--- src/rtl/insn_prefetch_queue.sv ---
// insn_prefetch_queue: owns the fetch PC, issues one imem word request per cycle and buffers {instr, pc} for ID
module insn_prefetch_queue #(
  parameter int PC_W = 9,
  parameter int INS_W = 32,
  parameter int DEPTH = 4
) (
  input  logic                         clock,
  input  logic                         reset,
  input  logic                         redirect_valid,
  input  logic [PC_W-1:0]              redirect_pc,
  output logic                         imem_req,
  output logic [PC_W-1:0]              imem_addr,
  input  logic [INS_W-1:0]             imem_rdata,
  output logic                         out_valid,
  output logic [INS_W-1:0]             out_instr,
  output logic [PC_W-1:0]              out_pc,
  input  logic                         out_ready,
  output logic [$clog2(DEPTH+1)-1:0]   count
);
  localparam int CW = $clog2(DEPTH + 1);
  localparam int AW = $clog2(DEPTH);
  logic [PC_W-1:0] fetch_pc, inflight_pc;
  logic inflight, push, pop;
  logic [INS_W-1:0] fifo_instr [DEPTH];
  logic [PC_W-1:0] fifo_pc [DEPTH];
  logic [AW-1:0] rd_ptr, wr_ptr;
  assign imem_req = !reset && !redirect_valid && (({1'b0, count} + (CW+1)'(inflight)) < (CW+1)'(DEPTH));
  assign imem_addr = fetch_pc;
  assign push = inflight && !redirect_valid;
  assign out_valid = !reset && !redirect_valid && (count != '0);
  assign pop = out_valid && out_ready;
  assign out_instr = fifo_instr[rd_ptr];
  assign out_pc = fifo_pc[rd_ptr];
  always_ff @(posedge clock) begin
    if (reset) begin
      fetch_pc <= '0;
      inflight_pc <= '0;
      inflight <= 1'b0;
      rd_ptr <= '0;
      wr_ptr <= '0;
      count <= '0;
      for (int i = 0; i < DEPTH; i++) begin
        fifo_instr[i] <= '0;
        fifo_pc[i] <= '0;
      end
    end else if (redirect_valid) begin
      fetch_pc <= {redirect_pc[PC_W-1:2], 2'b00};
      inflight <= 1'b0;
      rd_ptr <= '0;
      wr_ptr <= '0;
      count <= '0;
    end else begin
      if (push) begin
        fifo_instr[wr_ptr] <= imem_rdata;
        fifo_pc[wr_ptr] <= inflight_pc;
        wr_ptr <= wr_ptr + AW'(1);
      end
      if (pop) rd_ptr <= rd_ptr + AW'(1);
      count <= count + CW'(push) - CW'(pop);
      inflight <= imem_req;
      if (imem_req) begin
        inflight_pc <= fetch_pc;
        fetch_pc <= fetch_pc + PC_W'(4);
      end
    end
  end
endmodule

--- config.mk ---
export PLATFORM = sky130hd
export DESIGN_NAME = insn_prefetch_queue
export DESIGN_NICKNAME = d
export VERILOG_FILES = /design/src/rtl/insn_prefetch_queue.sv
export SDC_FILE = /design/constraint.sdc
export NUM_CORES = 1
export LEC_CHECK = 0
export ABC_CLOCK_PERIOD_IN_PS = 2200
export CORE_ASPECT_RATIO = 1.4
export CORE_MARGIN = 3
export CORE_UTILIZATION = 50
export DETAILED_ROUTE_END_ITERATION = 10
export PLACE_DENSITY = 0.76
export SLEW_MARGIN = 10
export SYNTH_ARGS = -nofsm -noshare
export SYNTH_HDL_FRONTEND = slang
export SYNTH_SLANG_ARGS = --single-unit
export TNS_END_PERCENT = 1
--- constraint.sdc ---
create_clock -name clock -period 2.2 [get_ports clock]
set_input_delay 0.22 -clock clock [delete_from_list [all_inputs] [get_ports clock]]
set_output_delay 0.22 -clock clock [all_outputs]
set_load 0.005 [all_outputs]
======== Word level (Yosys, flattened, before mapping) ========
Memory sizes are Yosys's and may differ from the RTL's. A register that Yosys moved wholly into a read port is not among the register bits.
Index checks and enable logic that the tools add are counted.
Widths: inputs -> output; s select.
word-level totals
  bits in registers ....................... 26
  memory bits (writable) .................. 164
  input port bits ......................... 45
  output and inout port bits .............. 55
  logic and storage cells ................. 48
  memories ................................ 2
operators by class
  add/subtract/negate cells ............... 6
  $lt $le $gt $ge ......................... 1
  mux-type cells .......................... 18
  bitwise gates (word level) .............. 1
  reduce and logical (&&, ||, !) cells .... 13
memory list
  name        depth  width  read ports  clocked after Yosys merged registers in  wr ports  line  RTL
  fifo_instr  4      32     1           1                                        4         24    logic [INS_W-1:0] fifo_instr [DEPTH];
  fifo_pc     4      9      1           1                                        4         25    logic [PC_W-1:0] fifo_pc [DEPTH];
operators with widths
  kind                 number
  $mux 32              1
  $reduce_or 32->1     1
  $mux 9               3
  $mux 2               6
  $add 9x3->9 const B  1
  $reduce_or 9->1      1
  $mux 1               8
  $logic_and 1x1->1    5
  $add 2x1->2 const B  2
  $add 3x1->4          1
  $lt 4x3->1 const B   1
  $add 3x1->3          1
  $reduce_bool 3->1    1
  $sub 3x1->3          1
  $logic_not 1->1      2
  $reduce_and 2->1     1
  $reduce_bool 2->1    1
  $reduce_or 2->1      1
  $not 1->1            1

======== Depth between registers and ports, before layout ========
  word-level depth ........................ 8
  mapped depth ............................ 10
  depth with buffers taken out ............ 8

======== Worst setup path before layout ========
OpenSTA, ideal clock, no wires.
  kind .................................... register -> register
  from .................................... register wr_ptr[0]
  to ...................................... memory fifo_instr[0][0], enable pin
  library setup time ...................... 395 ps
  arrival time ............................ 1724 ps
  data required time ...................... 1805 ps
  slack ................................... 81 ps
  stages on the path, launching flop included .. 5
  path buffers ............................ 2
  clock period less this slack ............ 2119 ps
  cell sequence ........................... dfxtp_1 -> clkbuf_1 -> nor2_1 -> clkbuf_1 -> a21o_1
RTL lines
  what                    line  RTL
  from (decl)             26    logic [AW-1:0] rd_ptr, wr_ptr;
  from (signal assigned)  56    wr_ptr <= wr_ptr + AW'(1);
  to (decl)               24

==> out/metrics.csv <==
stage,metric,value,unit
status,outcome,"finished, final reports clean",
clock_tree,insertion_delay,0.42,ns
job,timing.max_cap.violations,0,
global_routing,grt_pass1_vias,5290,
global_routing,grt_start_max_net_pins,47,
timing,max_freq,0.4639,GHz
power_and_ir_drop,pwr-share-comb,0.067,
global_routing,grt_usage,0.2052,
drt,detail_route.iter0.violations,314,
clock_tree,tritoncts,built,
final_layout,design.final.nets,681,
power_and_ir_drop,switching_part_of_the_total_power,0.2164,
yosys,post_synth_edffs,156,
timing,final-hold-violation-count,0,
setup_path,r2r-start,count[1],
timing,final.min_clock_period,2.156,ns
setup_path,critical_path_class,flop to primary output,
clock_tree,clock_path_buffers,2,
clock_tree,cts.sink_count,180,
power_and_ir_drop,p_switching,0.001595,W
drt,detail_route.wirelength,17550,um
global_routing,gr-usage-met3,0.04853,
yosys,yosys_most_used_dff,sky130_fd_sc_hd__edfxtp_1,
hold_path,holdPathStages,3,
clock_tree,cts_made_buffers,17,
final_layout,multi_input_comb_area,2526,um2
setup_path,worst_r2r_endpoint,imem_addr[6],
setup_path,critical_path_arrival,1.94,ns
power_and_ir_drop,clock_network_fraction_of_total_power,0.404,
yosys,ys_top_cells_by_area,"sky130_fd_sc_hd__edfxtp_1, sky130_fd_sc_hd__mux4_2, sky130_fd_sc_hd__and2_1, sky130_fd_sc_hd__and3_1, sky130_fd_sc_hd__dfxtp_1",
setup_path,reg2reg_slack,0.09,ns
timing,setup_viol,0,
yosys,post_synth_num_cell_types,43,
floorplan,floorplan.initialDensity,0.5170,
global_routing,initial_antenna_violation_count,0,
setup_path,cells_traversed_along_the_worst_timing_path,"buf_12, mux4_2, clkdlybuf4s50_1",
timing,unrepaired_setup_endpoints_after_global_routing,yes,
timing,timing.final.max_slew_violations,0,
yosys,post-synth-top-count-cell,sky130_fd_sc_hd__edfxtp_1,
yosys,synth.yosys.warnings,0,
placed_design,gp_congestion,0.7882,
drt,drc,0,
global_routing,global_route.peak_usage_layer,met2,
global_routing,grt_first_pass_wirelength,27430,um
yosys,synthDominantCellAreaShare,0.5941,
final_layout,final_cell_count_no_fill,836,
yosys,synth_sequential_area_ratio,0.6550,
hold_path,hp-class,input port to flop,
global_routing,global_route.overflow_total,0,
setup_path,cp.required,1.98,ns
yosys,synth_largest_area_cell,sky130_fd_sc_hd__edfxtp_1,
placed_design,dpl-instance-area,9249,um2
floorplan,die_h,154.6,um
final_layout,antennaDiodeCount,0,
power_and_ir_drop,report.power.total,0.007371,W
setup_path,critical_path.n_buffers_inverters,2,
hold_path,min-delay-start,redirect_pc[4],
hold_path,hold_end,imem_addr[4],
yosys,netlist_top_cells_count,"sky130_fd_sc_hd__edfxtp_1, sky130_fd_sc_hd__and2_1, sky130_fd_sc_hd__and3_1",
floorplan,placementRows,53,
floorplan,die_area,17330,um2
setup_path,cp_max_fo,8,
timing,skew,0.01581,ns
setup_path,worstRegToRegCells,8,
setup_path,critPathTopFamily,buffers and inverters,
clock_tree,holdBufCountCts,0,
clock_tree,htree_levels,4,
power_and_ir_drop,total_leakage_power,3.923,nW
yosys,async_flop_share,0,
placed_design,place.port_buffers,93,
final_layout,layout.area.seq,5170,um2
drt,via_count,4892,
global_routing,global_route.usage.met2,0.3751,
yosys,average_size_of_a_mapped_cell,14.88,um2
final_layout,postLayoutCellArea,9824,um2
drt,detailedRoute.firstPassIterationCount,5,
clock_tree,clockRootBuffer,sky130_fd_sc_hd__clkbuf_16,
global_routing,global_route.usage.met1,0.2279,
final_layout,synthToLayoutAreaGrowth,24.60,%
floorplan,floorplan.core_area,15250,um2
clock_tree,clk_pin_slew_worst_paths,0.07,ns
yosys,synthesis.area,7885,um2
yosys,synth_cells,530,
drt,ant_nets,0,
timing,post-route-period-util,0.9799,
power_and_ir_drop,power_frac_seq,0.529,
floorplan,io-pin-count,100,
drt,detail_route.wl_per_cell,21.00,um
setup_path,cp_slowest_stage_delay,0.50,ns
power_and_ir_drop,internal-power,0.005776,W
floorplan,die_w,112.1,um
final_layout,fillerInstances,1097,
setup_path,cpMaxStageDelayCell,sky130_fd_sc_hd__mux4_2,
power_and_ir_drop,irDropWorstVdd,0.0004764,V
final_layout,drive_above_1_share,0.1801,
power_and_ir_drop,p_per_area,750.3,nW/um2
setup_path,kind_of_end_point_of_the_critical_path,primary output,
drt,via_per_inst,5.852,
yosys,ys_seq_elements,180,
placed_design,place.detailed.hpwl,10510,um
placed_design,numPlacedInstances,803,
setup_path,critical_path_startpoint_category,flop,
-- worst min-delay path: stages --
cell and delay (ns):
sky130_fd_sc_hd__clkdlybuf4s50_1 0.40, sky130_fd_sc_hd__inv_1 0.05, sky130_fd_sc_hd__a2111oi_0 0.08
-- sequential cells by signal (all words and copies together), names as in the netlist, named ones only --
signal       cells
imem_addr        7
fifo_instr     128
fifo_pc         28
wr_ptr           2
count            3
inflight         1
rd_ptr           2
inflight_pc      7
-- power groups by stage --
stage	logic (W)	clock network (W)	registers [W]
after floorplan	0.000212	0	0.00395
after global placement	0.000513	0	0.00396
after detailed placement	0.000522	0	0.00397
after CTS	0.000498	0.00301	0.00390
after global routing	0.000531	0.00313	0.00391
final	0.000494	0.00298	0.00390
-- kinds of logic (layout without fill, tap and decap cells) --
family,after synthesis,count (layout),synth area share
AOI/OAI and AO/OA,34,34,0.02999
xor gates and xnor gates,4,4,0.004444
adders and majority gates,5,5,0.008886
buffers and inverters,55,166,0.03015
DFF,180,180,0.6550
muxes,39,39,0.1114
other,1,4,0.0004756
and+or+nand+nor,212,212,0.1596
-- cell type report --
class | instances | share of cell area
clock inverters | 14 | 0.01528
flip-flops and latches | 180 | 0.5262
inverters | 8 | 0.003057
multi-input cells | 298 | 0.2571
repair buffers | 126 | 0.1302
clock buffers | 18 | 0.04368
well taps | 192 | 0.02445
-- stage by stage --
step	TNS (ns)	hold slack (ns)	setup slack (ns)	util
after floorplan	0	0.3598	0.08145	-
after global placement	-3.370	0.4582	-0.05963	0.6064
after detailed placement	-3.968	0.4684	-0.08932	0.6064
after CTS	0	0.3635	0.009051	0.6424
after global routing	-0.03199	0.3769	-0.01812	0.6441
final	0	0.3749	0.04416	0.6441
-- worst max-delay path by stage --
stage / startpoint / endpoint / slack [ns] / cells past startpoint
finish: flop / out_instr[29] / 0.04 / 3
global route: redirect_valid / out_valid / -0.02 / 5
CTS: flop / out_pc[7] / 0.009 / 3
detailed placement: redirect_valid / count[2] / -0.09 / 9
global placement: redirect_valid / count[2] / -0.06 / 9
floorplan: wr_ptr[0] / fifo_instr[0][0] / 0.08 / 4
-- cell usage in the layout (no fill, tap or decap), types with 2 or more instances in the layout --
cell                                n
sky130_fd_sc_hd__a21oi_1            7
sky130_fd_sc_hd__a311oi_1           3
sky130_fd_sc_hd__a31o_2             3
sky130_fd_sc_hd__and2_1            82
sky130_fd_sc_hd__and3_1            79
sky130_fd_sc_hd__buf_12            10
sky130_fd_sc_hd__buf_4             21
sky130_fd_sc_hd__bufinv_16          2
sky130_fd_sc_hd__clkbuf_16         17
sky130_fd_sc_hd__clkdlybuf4s50_1   55
sky130_fd_sc_hd__clkinv_1           2
sky130_fd_sc_hd__clkinv_2           2
sky130_fd_sc_hd__clkinv_4           2
sky130_fd_sc_hd__clkinvlp_4         2
sky130_fd_sc_hd__conb_1             4
sky130_fd_sc_hd__dfxtp_1           22
sky130_fd_sc_hd__dlygate4sd2_1     34
sky130_fd_sc_hd__dlymetal6s2s_1     3
sky130_fd_sc_hd__edfxtp_1         156
sky130_fd_sc_hd__ha_1               4
sky130_fd_sc_hd__inv_1              7
sky130_fd_sc_hd__inv_6              5
sky130_fd_sc_hd__mux4_2            39
sky130_fd_sc_hd__nand2_1            7
sky130_fd_sc_hd__nand3_1           12
sky130_fd_sc_hd__nand4_1            2
sky130_fd_sc_hd__nor2_1            13
sky130_fd_sc_hd__nor3_2             2
sky130_fd_sc_hd__nor4_1             3
sky130_fd_sc_hd__o21ai_0           10
sky130_fd_sc_hd__or3_1              2
sky130_fd_sc_hd__xnor2_1            3
-- routing by layer --
metal / vias up / part of all wire
li1: 2208 / -
met1: 2477 / 0.36
met2: 177 / 0.56
met3: 30 / 0.063
met4: 0 / 0.023
met5: - / 0
-- repair_timing --
item                       in CTS  in global routing
setup endpoints to repair      41                  8
setup buffers                   1                  0
cloned                          0                  0
hold endpoints to repair        0                  0
resized for setup              37                  8
pin swaps                       1                  3
No activity file was read; power rests on OpenSTA's default activity.
